### src/rtl/gearbox_block_lock_ctrl.sv
// Block-lock controller for a 40->66 receive gearbox: slips until sync headers are
// consistently valid, declares lock, and drops lock when the header error rate gets too high.
module gearbox_block_lock_ctrl #(
    parameter int unsigned LOCK_CNT   = 64,
    parameter int unsigned BAD_WINDOW = 64,
    parameter int unsigned BAD_MAX    = 16,
    parameter int unsigned SLIP_WAIT  = 4
) (
    input  logic        clk,
    input  logic        sclr,
    input  logic        slip_enable,
    input  logic        din_valid,
    input  logic [1:0]  din_hdr,
    output logic        slip,
    output logic        slipping,
    output logic        word_locked,
    output logic [15:0] slip_count,
    output logic [7:0]  lock_loss_count
);

    localparam int unsigned GW = $clog2(LOCK_CNT + 1);
    localparam int unsigned WW = $clog2(BAD_WINDOW + 1);
    localparam int unsigned BW = $clog2(BAD_MAX + 1);
    localparam int unsigned SW = $clog2(SLIP_WAIT + 1);

    typedef enum logic [1:0] {StHunt, StSlip, StWait, StLocked} state_t;

    state_t        state;
    logic [GW-1:0] good_cnt;
    logic [WW-1:0] win_cnt;
    logic [BW-1:0] bad_cnt;
    logic [SW-1:0] wait_cnt;
    logic          hdr_good;

    // 01 and 10 are the only legal sync headers
    assign hdr_good = din_hdr[1] ^ din_hdr[0];

    always_ff @(posedge clk) begin
        if (sclr) begin
            state           <= StHunt;
            good_cnt        <= '0;
            win_cnt         <= '0;
            bad_cnt         <= '0;
            wait_cnt        <= '0;
            slip            <= 1'b0;
            slipping        <= 1'b0;
            word_locked     <= 1'b0;
            slip_count      <= '0;
            lock_loss_count <= '0;
        end else begin
            unique case (state)
                StHunt: begin
                    if (din_valid) begin
                        if (hdr_good) begin
                            if (good_cnt == GW'(LOCK_CNT - 1)) begin
                                state       <= StLocked;
                                good_cnt    <= '0;
                                win_cnt     <= '0;
                                bad_cnt     <= '0;
                                word_locked <= 1'b1;
                            end else begin
                                good_cnt <= good_cnt + 1'b1;
                            end
                        end else begin
                            good_cnt <= '0;
                            if (slip_enable) begin
                                state    <= StSlip;
                                slip     <= 1'b1;
                                slipping <= 1'b1;
                                if (slip_count != 16'hFFFF) slip_count <= slip_count + 16'd1;
                            end
                        end
                    end
                end
                StSlip: begin
                    // Word arriving during the slip cycle is discarded
                    state    <= StWait;
                    slip     <= 1'b0;
                    wait_cnt <= '0;
                end
                StWait: begin
                    if (din_valid) begin
                        if (wait_cnt == SW'(SLIP_WAIT - 1)) begin
                            state    <= StHunt;
                            good_cnt <= '0;
                            wait_cnt <= '0;
                            slipping <= 1'b0;
                        end else begin
                            wait_cnt <= wait_cnt + 1'b1;
                        end
                    end
                end
                StLocked: begin
                    if (din_valid) begin
                        if (!hdr_good && bad_cnt == BW'(BAD_MAX - 1)) begin
                            word_locked <= 1'b0;
                            win_cnt     <= '0;
                            bad_cnt     <= '0;
                            good_cnt    <= '0;
                            if (lock_loss_count != 8'hFF) begin
                                lock_loss_count <= lock_loss_count + 8'd1;
                            end
                            if (slip_enable) begin
                                state    <= StSlip;
                                slip     <= 1'b1;
                                slipping <= 1'b1;
                                if (slip_count != 16'hFFFF) slip_count <= slip_count + 16'd1;
                            end else begin
                                state <= StHunt;
                            end
                        end else if (win_cnt == WW'(BAD_WINDOW - 1)) begin
                            win_cnt <= '0;
                            bad_cnt <= '0;
                        end else begin
                            win_cnt <= win_cnt + 1'b1;
                            bad_cnt <= bad_cnt + BW'(!hdr_good);
                        end
                    end
                end
                default: state <= StHunt;
            endcase
        end
    end

endmodule

### config.mk
export PLATFORM = sky130hd
export DESIGN_NAME = gearbox_block_lock_ctrl
export DESIGN_NICKNAME = d
export VERILOG_FILES = /design/src/rtl/gearbox_block_lock_ctrl.sv
export SDC_FILE = /design/constraint.sdc
export NUM_CORES = 1
export LEC_CHECK = 0
export CORE_AREA = 2 2 98 100
export DETAILED_ROUTE_END_ITERATION = 8
export DIE_AREA = 0 0 100 102
export GPL_ROUTABILITY_DRIVEN = 1
export HOLD_SLACK_MARGIN = 0.12
export PLACE_DENSITY = 0.49
export SYNTH_ARGS = -nofsm -noshare
export SYNTH_HDL_FRONTEND = slang
export SYNTH_SLANG_ARGS = --single-unit
### constraint.sdc
create_clock -name clk -period 2.15 [get_ports clk]
set_input_delay 0.645 -clock clk [delete_from_list [all_inputs] [get_ports clk]]
set_output_delay 0.645 -clock clk [all_outputs]
set_load 0.02 [all_outputs]
### Word level (Yosys, flattened, before mapping)

Cells that the tools add are included.
W data, S select, Z words.

| word-level totals | value |
|---|---|
| output and inout port bits | 27 |
| flip-flop bits (word level) | 51 |
| input port bits | 6 |

| cells by class | value |
|---|---|
| reduce and logical (&&, ||, !) cells | 16 |
| equality and inequality tests | 19 |
| muxes and demuxes | 62 |
| bitwise logic cells | 1 |
| add/subtract/negate cells | 6 |

Operators with widths:

| cell | count |
|---|---|
| $mux W16 | 6 |
| $mux W7 | 13 |
| $pmux W16 S2 | 1 |
| $mux W5 | 6 |
| $pmux W7 S3 | 1 |
| $mux W1 | 18 |
| $add A16 B1 Y16 const B | 1 |
| $mux W2 | 8 |
| $ne A16 B16 Y1 const B | 1 |
| $ne A2 B2 Y1 const B | 8 |
| $reduce_and A5 Y1 | 3 |
| $add A7 B1 Y7 const B | 2 |
| $eq A7 B6 Y1 const B | 2 |
| $pmux W7 S2 | 1 |
| $reduce_and A7 Y1 | 2 |
| $reduce_and A6 Y1 | 2 |
| $pmux W5 S2 | 1 |
| $add A8 B1 Y8 const B | 1 |
| $ne A8 B8 Y1 const B | 1 |
| $pmux W2 S4 | 1 |
| $mux W3 | 2 |
| $ne A3 B3 Y1 const B | 2 |
| $pmux W1 S3 | 2 |
| $pmux W3 S2 | 1 |
| 15 further kinds | 18 |

### Depth between registers and ports, before layout

Gate-level depths: netlist of run 1.

| logic depth | value |
|---|---|
| word-level depth | 7 |
| gate-level depth with buffers | 7 |
| depth with buffers taken out | 7 |

### Worst setup path after synthesis of run 1

OpenSTA, ideal clock, no wires.

| path | value |
|---|---|
| kind | input -> register |
| start | input din_hdr[0] |
| end | register slip_count[12] |
| required time | 2027 ps |
| path slack | 90 ps |
| stages | 6 |
| data arrival time | 1937 ps |
| path through | xor2_2 > inv_2 > nand3_1 > or2_4 > nor4_1 > mux2_1 |

| on the way | value |
|---|---|
| word-level cells in the longest chain between the ends | 5 |

RTL lines:

| item | RTL line | RTL |
|---|---|---|
| from (decl) | 13 | `input logic [1:0] din_hdr,` |
| $xor A1 B1 Y1 (*) | 36 | `assign hdr_good = din_hdr[1] ^ din_hdr[0];` |
| $logic_not A1 Y1 | 95 | `if (!hdr_good && bad_cnt == BW'(BAD_MAX - 1)) begin` |
| $logic_and A1 B1 Y1 | 95 |  |
| $ne A2 B2 Y1 (no line) | -- |  |
| $reduce_and A5 Y1 (no line) (*) | -- |  |
| to (signal assigned) | 70 | `if (slip_count != 16'hFFFF) slip_count <= slip_count + 16'd1;` |
| to (signal assigned) | 107 | `if (slip_count != 16'hFFFF) slip_count <= slip_count + 16'd1;` |
| to (decl) | 17 | `output logic [15:0] slip_count,` |

Mark *: on every way between the ends. The rest lies on a longest branch, timed or not.
A chain may end at the register's enable or synchronous reset.

### Final worst setup path of run 1

| path | value |
|---|---|
| start | register slip_count[9] |
| end | output slip_count[9] |

No word-level cell between the ends.

==> impl_results.md, run 1 <==
- Outcome: completed
- Main combinational cell family by area after synthesis: simple AND/OR/NAND/NOR gates
- Wire per inst: 13.8 um
- Placed cells: a little under 500
- Reg power frac: 55.1%
- Number of global-route vias before repair: 2,437
- Initial core utilization: between 20 and 30%
- Finished Cell Area: 3510 um^2
- Hold depth: 2
- Final Max Slew Viols: 0
- Maximum vdd drop: about 0.33 mV
- Setup Skew: roughly 0.013 ns
- Filler Cells Inserted: around 960
- Slew @ Worst Pin: around 0.55 ns
- Routed Antenna Nets: 0
- Commonest non-fill, non-tap cell in the layout: dfxtp_1
- Iter 0 DRT Violations: 91
- Hpwl dp: about 5100 um
- Crit path max-delay family: buffers and inverters
- Max-cap violations: 0
- Dpl cell area: 3360 um^2
- Die footprint: 10,200 um^2
- Final-stage net count: a little over 400
- XOR/XNOR Fraction of Synth Area: between 4 and 5%
- Reg2reg path depth: 5
- Floorplan die height: 102 um
- Synth Area in Compound Gates: between 15 and 20%
- Wire length on met3: between 150 and 200 um
- Clock sink count: 51
- Share of cells above drive strength 1: 16.8%
- Setup TNS: 0 ns
- Syn Nets: around 340
- Crit path launch type: flop
- Hold-fix buffers, CTS: 0
- Most frequent cells in the layout: 51 x dfxtp_1, 40 x buf_4, 33 x nor2_1, 30 x nand3_1, 28 x nand2_1
- Overflow after GRT: 0
- Core footprint: 9110 um^2
- Min-delay worst type: flop to flop
- Final worst path period need: around 2.1 ns
- CP Data Required Time: 1.50 ns
- Total power: about 1.7 mW
- DR vias: 2,591
- Initial antenna violation count: 0
- Adder-Cell Fraction of Synth Area: about 3.3%
- Die W: 100 um
- Area Growth Syn to Fin: 31.8%
- Clock slew at reported path FFs: approximately 0.10 ns
- Slew headroom: between 60% and 70%
- Switching Share: about a quarter
- Netlist Area Pre-Place: 2660 um^2
- EDFF count, synth: 0
- Post-synthesis mux area share: roughly 1.6%
- Ports: 33
- IO buf count: 32
- Synthesized area per cell: roughly 8.2 um^2
- Ys flop type: dfxtp_1
- RePlAce Congestion: between 0.8 and 0.9
- Num CTS Buffers: 5
- Row count: 35
- Cell internal pwr: 1.29 mW
- Synth cell types: 59
- Pin count of the biggest net entering global routing: 31
- Residual DRC: 0
- Crit end category: output pin
- Post-Synth Simple-Gate Area: approximately a third
- Final core occ: 38.5%
- Vias/cell: approximately 5.2
- Final Setup Violations: 0
- Synthesis Warnings: 0
- Fin crit share: between 90% and 100%
- Comb pwr share: ~10%
- Total GRT Usage: between 10 and 15%
- Register area share after synthesis: between 30% and 40%
- Mapped Cells: around 320
- P per Cell Area: about 500 nW/um^2
- Metal2 WL: about 3300 um
- Critical-path maximum fanout: 7
- Slowest stage delay, CP: about 0.65 ns
- Async S/R FF share, synth: 0%
- Root Buffer: clkbuf_8
- NetSw: ~0.45 mW
- Leak pwr: 1.21 nW
- Cell depth of the worst setup path: 1
- H-Tree Depth: 2
- Max Used Layer: met4
- Clock share of power: 35.0%
- Ant diodes: 0
- Clk buf depth: 2
- Buf+Inv Stages, Crit Path: 1
- Worst skew pair latency: 0.31 ns
- Arrival time worst endpoint: roughly 1.4 ns
- Crit-path cells: clkdlybuf4s50_1
- WS Path Type: flop to output pin
- F_max: 0.479 GHz
- First-pass GRT wire length: 11,300 um
- Post-route non-filler standard cell count: between 500 and 600
- Final count of hold timing violations: 0
- First-pass DRT Iterations: 4
- Met1 wire length: about 3400 um
- Slowest cell on crit path: clkdlybuf4s50_1
- Register bit count reported by yosys: a little over 50
- Final wirelength: about 6900 um
- CTS tree: built
-- cells in the mapped netlist (all sizes together), types with 2 or more instances --
cell | count | area, um^2
a211oi | 3 | 22.5
a21oi | 26 | 130
a22oi | 3 | 22.5
a311oi | 4 | 35.0
a31oi | 6 | 52.6
a41oi | 2 | 17.5
and2 | 3 | 21.3
and3 | 3 | 18.8
and4 | 3 | 26.3
buf | 3 | 18.8
clkbuf | 8 | 30.0
dfxtp | 51 | 1020
ha | 7 | 87.6
inv | 5 | 18.8
mux2 | 2 | 22.5
mux2i | 2 | 20.0
nand2 | 29 | 111
nand2b | 7 | 43.8
nand3 | 31 | 168
nand3b | 4 | 30.0
nand4 | 8 | 50.1
nor2 | 33 | 124
nor3 | 10 | 55.1
nor3b | 3 | 22.5
nor4 | 9 | 62.6
o21ai | 13 | 65.1
o31ai | 2 | 15.0
or2 | 3 | 21.3
or3 | 9 | 56.3
or4 | 5 | 41.3
xnor2 | 7 | 61.3
xor2 | 6 | 60.1
-- timing repair --
action,CTS,global route
endpoints found under the setup margin,17,5
resized for setup,6,6
setup buffers,1,0
pin swaps,3,1
-- sequential cells by signal, indices dropped and copies added (netlist names) --
signal	cells
slipping	1
lock_loss_count	8
slip_count	16
win_cnt	7
word_locked	1
slip	1
wait_cnt	3
bad_cnt	5
good_cnt	7
state	2
-- area by class of cell --
type	count	area (um^2)	share of cell area (%)
flip-flops and latches	51	1020	29.1
clock inverters	2	16.3	0.464
multi-input cells	256	1620	46.1
well taps	111	139	3.96
repair buffers	72	614	17.5
clock buffers	6	82.6	2.35
inverters	5	18.8	0.535
-- kinds of logic after synthesis --
logic type	Yosys count
compound gates	68
xor+xnor	13
fa+ha+maj	7
buf+inv	16
flops	51
mux	4
simple gates	164
-- per-stage QoR --
stage / worst slack (ns) / hold WS, ns
3_3_place_gp: -0.394 / 0.442
3_5_place_dp: -0.459 / 0.445
4_1_cts: 0.0477 / 0.461
6_report: 0.0613 / 0.458
2_1_floorplan: 0.0896 / 0.428
5_1_grt: -0.000469 / 0.488
-- power groups by stage --
stage	registers (mW)	clock network, mW	logic [mW]
2_1_floorplan	0.986	0	0.0847
3_3_place_gp	0.983	0	0.171
3_5_place_dp	0.983	0	0.171
4_1_cts	0.962	0.636	0.173
5_1_grt	0.963	0.669	0.191
6_report	0.961	0.610	0.174
-- metal layers --
metal / GRT usage (%) / vias to the layer above
met2: 23.3 / 38
met4: 4.43 / 0
li1: - / 1336
met3: 2.19 / 7
met1: 18.2 / 1210
met5: 0 / -
-- path summary, 6_finish.rpt --
kind,start,end,slack (ns)
min,good_cnt[6],good_cnt[6],0.46
max,slip_count[9],slip_count[9],0.06
max reg2reg,bad_cnt[3],slip_count[12],0.29
min reg2reg,good_cnt[6],good_cnt[6],0.46
No activity file was read; power rests on OpenSTA's default activity.
==> run 2, diff against run 1 <==
MAX_ROUTING_LAYER = met4   (was default)
==> impl_results.md, run 2 (synthesis results as in run 1) <==
- Pin count of the biggest net entering global routing: 31
- F_max: ~0.48 GHz
- Wire per inst: 13.8 um
- Crit path max-delay family: buffers and inverters
- First-pass DRT Iterations: 4
- WS Path Type: flop to output pin
- Met1 usage: 18.2%
- Busiest grt layer: met2
- Total power: 1.75 mW
- Leak pwr: around 1.2 nW
- CTS tree: built
- Num CTS Buffers: 5
- Floorplan die height: just over 100 um
- Final core occ: between 30% and 40%
- Finished Cell Area: 3510 um^2
- First-pass GRT wire length: around 11,000 um
- Post-route non-filler standard cell count: a little over 500
- Routed Antenna Nets: 0
- Min-delay worst type: flop to flop
- CP Data Required Time: approximately 1.5 ns
- Die W: about 100 um
- Row count: 35
- Placed cells: between 400 and 500
- RePlAce Congestion: about 0.85
- P per Cell Area: around 500 nW/um^2
- Largest register FFs: 16
- Initial antenna violation count: 0
- Setup Skew: 0.0133 ns
- Area Growth Syn to Fin: 31.8%
- DR vias: between 2,000 and 3,000
- Share of cells above drive strength 1: between 15 and 20%
- Slew headroom: roughly 64%
- Largest reg by FF count: slip_count
- Final Setup Violations: 0
- Crit-path cells: clkdlybuf4s50_1
- Hold-fix buffers, CTS: 0
- IO buf count: 32
- Hpwl dp: about 5000 um
- Final-stage net count: between 400 and 500
- Ports: 33
- Max-cap violations: 0
- Most frequent cells in the layout: 51 x dfxtp_1, 40 x buf_4, 33 x nor2_1, 30 x nand3_1, 28 x nand2_1
- Largest registers: slip_count x16, lock_loss_count x8
- Total GRT Usage: between 10% and 20%
- Final Max Slew Viols: 0
- Crit end category: output pin
- Final count of hold timing violations: 0
- Vias/cell: around 5
- Root Buffer: clkbuf_8
- Residual DRC: 0
- GR Util met3: roughly 2.2%
- Slowest cell on crit path: clkdlybuf4s50_1
- Iter 0 DRT Violations: 88
- Initial core utilization: approximately 29%
- Clk buf depth: 2
- Global Route met2 Usage: approximately a quarter
- Fin crit share: 97.2%
- Slew @ Worst Pin: 0.533 ns
- Arrival time worst endpoint: 1.44 ns
- Maximum vdd drop: between 0.3 and 0.4 mV
- Overflow after GRT: 0
- Clock slew at reported path FFs: about 0.10 ns
- Final worst path period need: 2.09 ns
- Die footprint: approximately 10,000 um^2
- Number of global-route vias before repair: 2,430
- Ant diodes: 0
- Core footprint: between 9000 and 10,000 um^2
- Outcome: completed
- Critical-path maximum fanout: 7
- Buf+Inv Stages, Crit Path: 1
- Final wirelength: between 6000 and 7000 um
- Pre-CTS WS: -0.459 ns
- Flop2flop setup slack: a little under 0.3 ns
- H-Tree Depth: 2
- Dpl cell area: roughly 3400 um^2
- Commonest non-fill, non-tap cell in the layout: dfxtp_1
- Worst skew pair latency: roughly 0.31 ns
- Crit path launch type: flop
- Clock sink count: between 50 and 60
- Setup slack after layout: 0.0607 ns
- Slowest stage delay, CP: roughly 0.65 ns
[run 2: repair_timing]
item                                    in CTS  in global routing
pin swaps                                    3                  1
endpoints found under the setup margin      17                  5
buffers inserted                             1                  0
gates resized for setup                      6                  6
[run 2: routing by layer]
metal,part of all wire (%),routed length [um]
met3,2.5,175
met2,47,3280
met4,1.3,93
met5,0,0
met1,49,3380
[run 2: worst register-to-register path, stage by stage (launching register included)]
cell and delay [ns]:
dfxtp_1 0.39, and2_1 0.25, a31oi_4 0.19, or2_4 0.31
nor4_4 0.29, mux2_4 0.32
[run 2: final cells by class]
class                   count  area, um^2
fillers                   957        5600
multi-input cells         256        1620
flip-flops and latches     51        1020
repair buffers             72         614
well taps                 111         139
clock buffers               6        82.6
inverters                   5        18.8
clock inverters             2        16.3
[run 2: metrics by stage]
step	hold slack [ns]	TNS, ns
2_1_floorplan	0.428	0
5_1_grt	0.488	-0.000436
3_5_place_dp	0.445	-13.68
3_3_place_gp	0.442	-12.56
4_1_cts	0.461	0
6_report	0.458	0
[run 2: where the power goes]
part | leakage (nW) | internal [mW] | switching [mW]
clock | 0.0474 | 0.264 | 0.349
sequential | 0.411 | 0.953 | 0.00846
combinational | 0.755 | 0.0777 | 0.0958
total | 1.21 | 1.29 | 0.453
[run 2: path summary, 6_finish.rpt]
kind	startpoint	to	cells past startpoint
setup reg to reg	bad_cnt[3]	slip_count[12]	5
hold / removal	good_cnt[6]	good_cnt[6]	2
hold reg to reg	good_cnt[6]	good_cnt[6]	2
setup / recovery	slip_count[9]	slip_count[9]	1
==> run 3, diff against run 2 <==
TNS_END_PERCENT = 10   (was default)
==> results of run 3 <==
No change in the layout: final DEF, timing and power equal those of run 2.
